$ cat src/rtl/axi_tlb_pkg.sv
// Shared types and constants for the TLB read-side translation stage.
// Channel structs are the default payload types; the top accepts overrides.
package axi_tlb_pkg;

   localparam int unsigned AddrW     = 48;
   localparam int unsigned IdW       = 4;
   localparam int unsigned DataW     = 64;
   localparam int unsigned PageOffsW = 12;

   localparam logic [1:0] RespDecErr = 2'b11;

   typedef enum logic [2:0] {
      IDLE  = 3'd0,
      REQ   = 3'd1,
      RES   = 3'd2,
      FWD   = 3'd3,
      DRAIN = 3'd4,
      ERR   = 3'd5
   } rd_xlate_state_e;

   typedef struct packed {
      logic [IdW-1:0]   id;
      logic [AddrW-1:0] addr;
      logic [7:0]       len;
      logic [2:0]       size;
      logic [1:0]       burst;
      logic             lock;
      logic [3:0]       cache;
      logic [2:0]       prot;
      logic [3:0]       qos;
      logic [3:0]       region;
      logic [0:0]       user;
   } ar_chan_t;

   typedef struct packed {
      logic [IdW-1:0]   id;
      logic [DataW-1:0] data;
      logic [1:0]       resp;
      logic             last;
      logic [0:0]       user;
   } r_chan_t;

   typedef struct packed {
      logic             hit;
      logic [AddrW-1:0] addr;
   } res_t;

endpackage

$ cat src/rtl/axi_tlb_rd_err_gen.sv
// Emits a DECERR R burst of len+1 beats for a translation miss.
// A start pulse loads id/len; done pulses on the handshake of the last beat.
module axi_tlb_rd_err_gen
   import axi_tlb_pkg::*;
#(
   parameter type         r_chan_t = axi_tlb_pkg::r_chan_t,
   parameter int unsigned IdWidth  = axi_tlb_pkg::IdW
) (
   input  logic               clk_i,
   input  logic               rst_ni,
   input  logic               start_i,
   input  logic [IdWidth-1:0] id_i,
   input  logic [7:0]         len_i,
   output r_chan_t            r_o,
   output logic               r_valid_o,
   input  logic               r_ready_i,
   output logic               done_o
);

   logic               active_q, active_d;
   logic [7:0]         cnt_q, cnt_d;
   logic [7:0]         len_q, len_d;
   logic [IdWidth-1:0] id_q, id_d;
   logic               last_s;

   assign last_s    = (cnt_q == len_q);
   assign r_valid_o = active_q;

   // Burst state register.
   always_ff @(posedge clk_i) begin
      if (!rst_ni) begin
         active_q <= 1'b0;
         cnt_q    <= 8'd0;
         len_q    <= 8'd0;
         id_q     <= '0;
      end else begin
         active_q <= active_d;
         cnt_q    <= cnt_d;
         len_q    <= len_d;
         id_q     <= id_d;
      end
   end

   // Beat sequencing: count stops at len, so len=255 never wraps before last.
   always_comb begin
      active_d = active_q;
      cnt_d    = cnt_q;
      len_d    = len_q;
      id_d     = id_q;
      done_o   = 1'b0;
      if (start_i) begin
         active_d = 1'b1;
         cnt_d    = 8'd0;
         len_d    = len_i;
         id_d     = id_i;
      end else if (active_q && r_ready_i) begin
         if (last_s) begin
            active_d = 1'b0;
            done_o   = 1'b1;
         end else begin
            cnt_d = cnt_q + 8'd1;
         end
      end else begin
         active_d = active_q;
      end
   end

   // Error beat payload.
   always_comb begin
      r_o      = '0;
      r_o.id   = id_q;
      r_o.resp = RespDecErr;
      r_o.last = last_s;
   end

endmodule

$ cat src/rtl/axi_tlb_rd_xlate.sv
// Read-side address translation: looks up each AR in the L1 table, forwards hits
// with the translated address and answers misses locally with DECERR beats.
module axi_tlb_rd_xlate
   import axi_tlb_pkg::*;
#(
   parameter int unsigned InpAddrWidth = 48,
   parameter int unsigned OupAddrWidth = 48,
   parameter int unsigned MaxRdTxns    = 8,
   parameter type         ar_chan_t    = axi_tlb_pkg::ar_chan_t,
   parameter type         r_chan_t     = axi_tlb_pkg::r_chan_t,
   parameter type         res_t        = axi_tlb_pkg::res_t
) (
   input  logic                    clk_i,
   input  logic                    rst_ni,
   input  ar_chan_t                slv_ar_i,
   input  logic                    slv_ar_valid_i,
   output logic                    slv_ar_ready_o,
   output r_chan_t                 slv_r_o,
   output logic                    slv_r_valid_o,
   input  logic                    slv_r_ready_i,
   output ar_chan_t                mst_ar_o,
   output logic                    mst_ar_valid_o,
   input  logic                    mst_ar_ready_i,
   input  r_chan_t                 mst_r_i,
   input  logic                    mst_r_valid_i,
   output logic                    mst_r_ready_o,
   output logic [InpAddrWidth-1:0] l1_req_addr_o,
   output logic                    l1_req_valid_o,
   input  logic                    l1_req_ready_i,
   input  res_t                    l1_res_i,
   input  logic                    l1_res_valid_i,
   output logic                    l1_res_ready_o
);

   localparam int unsigned     CntW   = $clog2(MaxRdTxns + 1);
   localparam logic [CntW-1:0] MaxCnt = CntW'(MaxRdTxns);

   rd_xlate_state_e         state_q, state_d;
   ar_chan_t                ar_q, ar_d;
   logic [OupAddrWidth-1:0] xaddr_q, xaddr_d;
   logic [CntW-1:0]         out_cnt_q, out_cnt_d;

   logic    mst_ar_hs_s;
   logic    mst_r_last_hs_s;
   logic    err_start_s;
   logic    err_ready_s;
   logic    err_valid_s;
   logic    err_done_s;
   r_chan_t err_r_s;

   assign l1_req_addr_o   = ar_q.addr;
   assign mst_ar_hs_s     = mst_ar_valid_o && mst_ar_ready_i;
   assign mst_r_last_hs_s = mst_r_valid_i && mst_r_ready_o && mst_r_i.last;

   // State, held AR, translated address and in-flight read count.
   always_ff @(posedge clk_i) begin
      if (!rst_ni) begin
         state_q   <= IDLE;
         ar_q      <= '0;
         xaddr_q   <= '0;
         out_cnt_q <= '0;
      end else begin
         state_q   <= state_d;
         ar_q      <= ar_d;
         xaddr_q   <= xaddr_d;
         out_cnt_q <= out_cnt_d;
      end
   end

   // Next-state logic; a miss waits for all downstream reads so R order is kept.
   always_comb begin
      state_d     = state_q;
      ar_d        = ar_q;
      xaddr_d     = xaddr_q;
      err_start_s = 1'b0;
      case (state_q)
         IDLE: begin
            if (slv_ar_valid_i) begin
               ar_d    = slv_ar_i;
               state_d = REQ;
            end else begin
               state_d = IDLE;
            end
         end
         REQ: begin
            if (l1_req_ready_i) state_d = RES;
            else                state_d = REQ;
         end
         RES: begin
            if (l1_res_valid_i) begin
               xaddr_d = l1_res_i.addr;
               state_d = l1_res_i.hit ? FWD : DRAIN;
            end else begin
               state_d = RES;
            end
         end
         FWD: begin
            if (mst_ar_hs_s) state_d = IDLE;
            else             state_d = FWD;
         end
         DRAIN: begin
            if (out_cnt_q == '0) begin
               err_start_s = 1'b1;
               state_d     = ERR;
            end else begin
               state_d = DRAIN;
            end
         end
         ERR: begin
            if (err_done_s) state_d = IDLE;
            else            state_d = ERR;
         end
         default: state_d = IDLE;
      endcase
   end

   // Channel outputs and R mux.
   always_comb begin
      slv_ar_ready_o = 1'b0;
      l1_req_valid_o = 1'b0;
      l1_res_ready_o = 1'b0;
      mst_ar_valid_o = 1'b0;
      mst_ar_o       = ar_q;
      mst_ar_o.addr  = xaddr_q;
      slv_r_o        = mst_r_i;
      slv_r_valid_o  = mst_r_valid_i;
      mst_r_ready_o  = slv_r_ready_i;
      err_ready_s    = 1'b0;
      case (state_q)
         IDLE:  slv_ar_ready_o = 1'b1;
         REQ:   l1_req_valid_o = 1'b1;
         RES:   l1_res_ready_o = 1'b1;
         FWD:   mst_ar_valid_o = (out_cnt_q < MaxCnt);
         DRAIN: mst_ar_valid_o = 1'b0;
         ERR: begin
            slv_r_o       = err_r_s;
            slv_r_valid_o = err_valid_s;
            mst_r_ready_o = 1'b0;
            err_ready_s   = slv_r_ready_i;
         end
         default: slv_ar_ready_o = 1'b0;
      endcase
   end

   // Outstanding reads: +1 per forwarded AR, -1 per last R beat.
   always_comb begin
      out_cnt_d = out_cnt_q;
      if (mst_ar_hs_s && !mst_r_last_hs_s) begin
         out_cnt_d = out_cnt_q + CntW'(1);
      end else if (!mst_ar_hs_s && mst_r_last_hs_s && (out_cnt_q != '0)) begin
         out_cnt_d = out_cnt_q - CntW'(1);
      end else begin
         out_cnt_d = out_cnt_q;
      end
   end

   axi_tlb_rd_err_gen #(
      .r_chan_t (r_chan_t),
      .IdWidth  ($bits(ar_q.id))
   ) u_err_gen (
      .clk_i     (clk_i),
      .rst_ni    (rst_ni),
      .start_i   (err_start_s),
      .id_i      (ar_q.id),
      .len_i     (ar_q.len),
      .r_o       (err_r_s),
      .r_valid_o (err_valid_s),
      .r_ready_i (err_ready_s),
      .done_o    (err_done_s)
   );

endmodule

$ cat config.mk
export PLATFORM = sky130hd
export DESIGN_NAME = axi_tlb_rd_xlate
export DESIGN_NICKNAME = d
export VERILOG_FILES = /design/src/rtl/axi_tlb_pkg.sv /design/src/rtl/axi_tlb_rd_err_gen.sv /design/src/rtl/axi_tlb_rd_xlate.sv
export SDC_FILE = /design/constraint.sdc
export NUM_CORES = 1
export LEC_CHECK = 0
export BUFFER_PORTS_ARGS = -buffer_cell sky130_fd_sc_hd__buf_2
export CAP_MARGIN = 25
export CORE_AREA = 2 2 164 166
export CTS_CLUSTER_SIZE = 40
export DETAILED_ROUTE_END_ITERATION = 8
export DIE_AREA = 0 0 166 168
export HOLD_SLACK_MARGIN = 0.1
export SLEW_MARGIN = 30
export SYNTH_ARGS = -nofsm -noshare
export SYNTH_HDL_FRONTEND = slang
export SYNTH_SLANG_ARGS = --single-unit
$ cat constraint.sdc
create_clock -name clk_i -period 2.4 [get_ports clk_i]
set_input_delay 0.6 -clock clk_i [delete_from_list [all_inputs] [get_ports clk_i]]
set_output_delay 0.6 -clock clk_i [all_outputs]
set_load 0.02 [all_outputs]
After elaboration in Yosys (flattened, before gate mapping) --
Cells that the tools add are included.
Cells by class: add/subtract/negate cells 3, $mul 0, divide/modulo/power cells 0, magnitude comparators 1, equality and inequality tests 6, shifts and indexed selects 0, muxes and demuxes 26, bitwise gates (word level) 2, reduce and logical (&&, ||, !) cells 20
Operator list (count):
- 72-bit 2-to-1 mux | 1
- 3-bit case mux with 6 select lines | 1
- 1-bit 2-to-1 mux | 17
- 3-bit 2-to-1 mux | 3
- 8-bit by 1-bit adder with 8-bit output (second input constant) | 1
- 8-bit == test | 1
- 4-bit 2-to-1 mux | 2
- 2-bit AND reduction | 4
- 1-bit logical AND | 7
- 3-bit by 2-bit == test with 1-bit output (second input constant) | 2
- 3-bit == test (second input constant) | 2
- 2-bit nonzero test | 3
- 4-bit by 1-bit adder with 4-bit output (second input constant) | 1
- 4-bit zero test | 1
- 4-bit < comparator (second input constant) | 1
- 2-bit 2-to-1 mux | 2
- 4-bit nonzero test | 1
- 4-bit by 1-bit subtractor with 4-bit output (second input constant) | 1
- 3-bit by 1-bit == test with 1-bit output (second input constant) | 1
- 3-bit zero test | 1
- 1-bit zero test | 2
- 1-bit inverter | 2
- 2-bit OR reduction | 1
Word-level totals: register bits 158, latch bits 0, memory bits (writable) 0, ROM bits 0, bits of input ports 211, memories kept 0

Logic depth before layout (Yosys ltp) --
depth after elaboration 8, gate-level depth with buffers 9, depth with buffers taken out 8

Hierarchy --
A second synthesis with hierarchy kept.
Unflattened totals: cells, all modules 897, area, all modules 7469.7 sq um
Modules (own cells, without submodules):
- axi_tlb_rd_xlate | instances 1, cells an instance 721, area an instance 5926.9 sq um
- axi_tlb_rd_err_gen | instances 1, cells an instance 176, area an instance 1542.7 sq um

Worst setup path after synthesis --
OpenSTA, ideal clock, no wires.
path kind input to register, from in mst_r_i[1] (netlist name), to reg out_cnt_q[3], library setup time 0.070 ns, arrival time 2.152 ns, data required time 2.330 ns, path slack 0.177 ns, stages on the path 8, buffers on the path 0, path through and3_1 a211oi_1 inv_1 ha_1 a21o_1 a211oi_1 a32oi_1 a21oi_1
On the way: word-level cells in the longest chain between the ends 4
RTL lines:
- from (decl) | line axi_tlb_rd_xlate.sv:24 | input r_chan_t mst_r_i,
- 1-bit logical AND * | line axi_tlb_rd_xlate.sv:53 | assign mst_r_last_hs_s = mst_r_valid_i && mst_r_ready_o && mst_r_i.last;
- 1-bit zero test / 1-bit logical AND (equally long branches) | line axi_tlb_rd_xlate.sv:148, axi_tlb_rd_xlate.sv:150
- 1-bit logical AND, on equally long branches | line axi_tlb_rd_xlate.sv:148, axi_tlb_rd_xlate.sv:150
- 4-bit 2-to-1 mux / 2-bit nonzero test (equally long branches)
- to (signal assigned) | line axi_tlb_rd_xlate.sv:66 | out_cnt_q <= out_cnt_d;
- to (decl) | line axi_tlb_rd_xlate.sv:41 | logic [CntW-1:0] out_cnt_q, out_cnt_d;
Mark *: on every way between the ends. The rest lies on a longest branch, timed or not. A chain may end at the register's enable or synchronous reset.

==> impl_metrics.env <==
export IMPL_fin_area_sq_mm=0.00966
export IMPL_startpoint_type="flip-flop"
export IMPL_compound_gate_portion_of_the_synthesized_area_pct=12.5
export IMPL_drt_wirelength_per_cell_um=15.0
export IMPL_whs_ns=0.413
export IMPL_yosys_area_share_xor_xnor_pct=1.22
export IMPL_groute_usage_overall_pct=16.1
export IMPL_p_int_mw=4.89
export IMPL_net_switching_power_mw=1.97
export IMPL_ys_types=38
export IMPL_preCtsSetupSlack_ns=-0.00459
export IMPL_grt_overflow=0
export IMPL_layout_area_overhead_vs_synth_pct=49.0
export IMPL_cp_cell_sequence="xor2_1, nor4_2, nand3_2, nand2_2, buf_6"
export IMPL_hold_buffer_count_at_cts=0
export IMPL_cell_types_occupying_the_most_area_after_synthesis="dfxtp_1 (49%), nand2_1 (17%), a21oi_1 (10%), and2_1 (6.8%), mux2i_1 (3.6%)"
export IMPL_layout_worst_path_cycle_share_pct=98.9
export IMPL_required_time_of_the_critical_path_ns=1.80
export IMPL_synthesis_instances=829
export IMPL_fin_skew_ns=0.0141
export IMPL_p_leak_nw=4.68
export IMPL_die_height_um=168
export IMPL_grt_first_pass_wirelength_um=35600
export IMPL_cts_inserted_buffers=17
export IMPL_numPlacedInstances=1549
export IMPL_synth_top_family_by_area="simple AND/OR/NAND/NOR gates"
export IMPL_synth_largest_area_cell="dfxtp_1"
export IMPL_final_min_clock_period_ns=2.37
export IMPL_place_congestion=0.810
export IMPL_hpwlAfterDp_um=17300
export IMPL_hold_path_cell_count=3
export IMPL_critPathMaxFanout=4
export IMPL_post_synthesis_net_count=1044
export IMPL_finalSetupViolations=0
export IMPL_overall_die_area_sq_mm=0.0279
export IMPL_cts_htree_levels=4
export IMPL_antenna_violations_before_repair=2
export IMPL_tightestPinTransition_ns=0.599
export IMPL_clockBufferDepth=2
export IMPL_critical_path_slowest_cell="nor4_2"
export IMPL_dr_total_vias=6966
export IMPL_pin_count_of_the_biggest_net_entering_global_routing=83
export IMPL_critical_path_top_delay_family="simple AND/OR/NAND/NOR gates"
export IMPL_slew_headroom_pct=59.1
export IMPL_grt_setup_unrepaired="yes"
export IMPL_clock_sinks=158
export IMPL_postRouteWirelength_um=23800
export IMPL_synth_edff_count=0
export IMPL_finalHoldViolCount=0
export IMPL_number_of_maximum_capacitance_constraint_violations=0
export IMPL_post_route_worst_setup_slack_ns=0.0268
export IMPL_setup_worst_path_class="flip-flop to primary output"
export IMPL_core_area_sq_mm=0.0264
export IMPL_placementRows=60
export IMPL_post_route_cells_drive_above_1_share_pct=39.0
export IMPL_finish_net_count=1446
export IMPL_final_cell_mix="buf_2 (417), nand2_1 (297), dfxtp_1 (154)"
export IMPL_yosys_warnings=0
export IMPL_clkTransAtPathRegs_ns=0.07
export IMPL_synth_adder_area_share_pct=0.888
export IMPL_outcome="finished, final reports clean"
export IMPL_critical_path_buf_inv_count=1
export IMPL_detail_route_antenna_nets=0
export IMPL_r2r_end="out_cnt_q[3]$_SDFFE_PN0P_"
export IMPL_floorplan_initialDensity_pct=24.6
export IMPL_die_x_um=166
export IMPL_synth_simple_gate_area_share_pct=28.9
export IMPL_synthFlopType="dfxtp_1"
export IMPL_vdd_drop_max_v=0.000419
export IMPL_worstHoldPathType="input port to flip-flop"
export IMPL_min_delay_start="slv_ar_i[63]"
export IMPL_maxClockFrequency_ghz=0.421
export IMPL_ffs_latches_synth=158
export IMPL_r2r_cells=9
export IMPL_post_dp_cell_area_sq_mm=0.00895
export IMPL_clockPowerShare_pct=42.6
export IMPL_worstSkewPairLatency_ns=0.42
export IMPL_num_fill_cells=2842
export IMPL_seq_total_area_yosys_pct=48.8
export IMPL_final_cells=1587
export IMPL_synth_avg_cell_area_sq_um=7.82
export IMPL_detailedRoute_firstPassIterationCount=5
export IMPL_num_io_pins=419
export IMPL_number_of_slew_limit_violations_in_the_final_report=0
export IMPL_seqPwrFrac_pct=41.1
export IMPL_cts_root_buffer_cell="clkbuf_16"
export IMPL_drc_errors=0
export IMPL_synth_mux_area_share_pct=3.55
export IMPL_reg2reg_from="state_q[1]$_SDFF_PN0_"
export IMPL_first_global_vias=6444
export IMPL_pwr_density_cell_mw_per_mm2=710
export IMPL_synthDominantCellAreaShare_pct=48.8
export IMPL_proportion_of_power_drawn_by_combinational_gates_pct=16.3
export IMPL_port_buffers=418
export IMPL_mappedNetlistArea_sq_mm=0.00648
export IMPL_cp_data_arrival_time_ns=1.77
export IMPL_synth_async_reset_ratio_pct=0
export IMPL_hold_path_end="l1_req_addr_o[33]$_SDFFE_PN0P_"
export IMPL_switching_power_as_a_share_of_total_power_pct=28.7
export IMPL_crit_path_end_kind="primary output"
export IMPL_setup_reg_to_reg_worst_slack_ns=0.16
export IMPL_detail_route_iter0_violations=352
export IMPL_vias_per_cell=4.39
export IMPL_tritoncts="yes"
export IMPL_cpPeakStageDelay_ns=0.42
export IMPL_mostFrequentLayoutCell="buf_2"
==> flip-flops by register name, indices dropped and copies added, names as in the netlist <==
name and count:
l1_req_addr_o 48, xaddr_q 48, mst_ar_o 34, u_err_gen.cnt_q 8, u_err_gen.len_q 8, out_cnt_q 4, u_err_gen.id_q 4, state_q 3
u_err_gen.r_valid_o 1
==> tightest hold or removal path, stage by stage <==
cell,delay (ns)
buf_2,0.09
nand2_1,0.04
a21oi_1,0.05
==> metrics by stage <==
| step | utilization [%] | power, mW | setup TNS, ns |
|---|---|---|---|
| after detailed placement | 34.0 | 4.01 | -0.00459 |
| final | 36.7 | 6.86 | 0 |
| after global routing | 36.7 | 7.20 | -0.869 |
| after global placement | 34.0 | 4.00 | 0 |
| after floorplan | - | 3.50 | 0 |
| after CTS | 36.4 | 6.99 | 0 |
==> Yosys cell counts, drive strengths merged, types with 3 or more instances <==
library cell	number
a211oi	5
a21oi	134
and2	70
and3	4
buf	17
clkbuf	39
dfxtp	158
ha	3
inv	3
mux2i	23
nand2	299
nand2b	14
nand3	7
nor2	16
o21ai	3
xor2	9
==> layout make-up <==
cell class | instances | area (sq um) | area share, %
diodes | 2 | 5.00 | 0.0518
multi-input cells | 612 | 3070 | 31.8
well taps | 341 | 427 | 4.42
inverters | 3 | 13.8 | 0.142
clock buffers | 19 | 453 | 4.69
clock inverters | 13 | 174 | 1.80
repair buffers | 439 | 2350 | 24.3
flip-flops and latches | 158 | 3170 | 32.8
==> worst max path at each step <==
| stage | from | to | cells past startpoint |
|---|---|---|---|
| global route | u_err_gen.cnt_q[2]$_SDFFE_PP0P_ | slv_r_o[1] | 5 |
| global placement | mst_r_i[1] | out_cnt_q[3]$_SDFFE_PN0P_ | 9 |
| CTS | u_err_gen.cnt_q[1]$_SDFFE_PP0P_ | slv_r_o[1] | 5 |
| finish | u_err_gen.cnt_q[1]$_SDFFE_PP0P_ | slv_r_o[1] | 5 |
| floorplan | mst_r_i[1] | out_cnt_q[3]$_SDFFE_PN0P_ | 8 |
| detailed placement | mst_r_i[1] | out_cnt_q[3]$_SDFFE_PN0P_ | 9 |
==> logic make-up after synthesis <==
kind of cell | Yosys count
xor gates and xnor gates | 9
muxes | 23
buffers and inverters | 59
and+or+nand+nor | 423
AOI/OAI and AO/OA | 153
DFF | 158
adders and majority gates | 4
==> repair_timing <==
action / 4_1_cts / 5_1_grt
resized for setup: 4 / 10
hold endpoints to repair: 0 / 0
gates cloned: 0 / 2
buffers inserted: 0 / 2
endpoints found under the setup margin: 3 / 8
pin swaps: 1 / 4
==> per-layer routing <==
| metal | vias to the layer above | track usage (%) | share of wire (%) |
|---|---|---|---|
| met2 | 269 | 27.7 | 49 |
| met3 | 33 | 3.74 | 5.9 |
| li1 | 3486 | - | - |
| met5 | - | 0 | 0 |
| met4 | 0 | 5.94 | 2.5 |
| met1 | 3178 | 19.6 | 43 |
==> power groups by stage <==
stage	combinational, mW	sequential [mW]	clock (mW)
after floorplan	0.478	3.02	0
after global placement	1.13	2.87	0
after detailed placement	1.13	2.88	0
after CTS	1.13	2.82	3.03
after global routing	1.22	2.84	3.14
final	1.12	2.82	2.93
No activity file was read; power rests on OpenSTA's default activity.
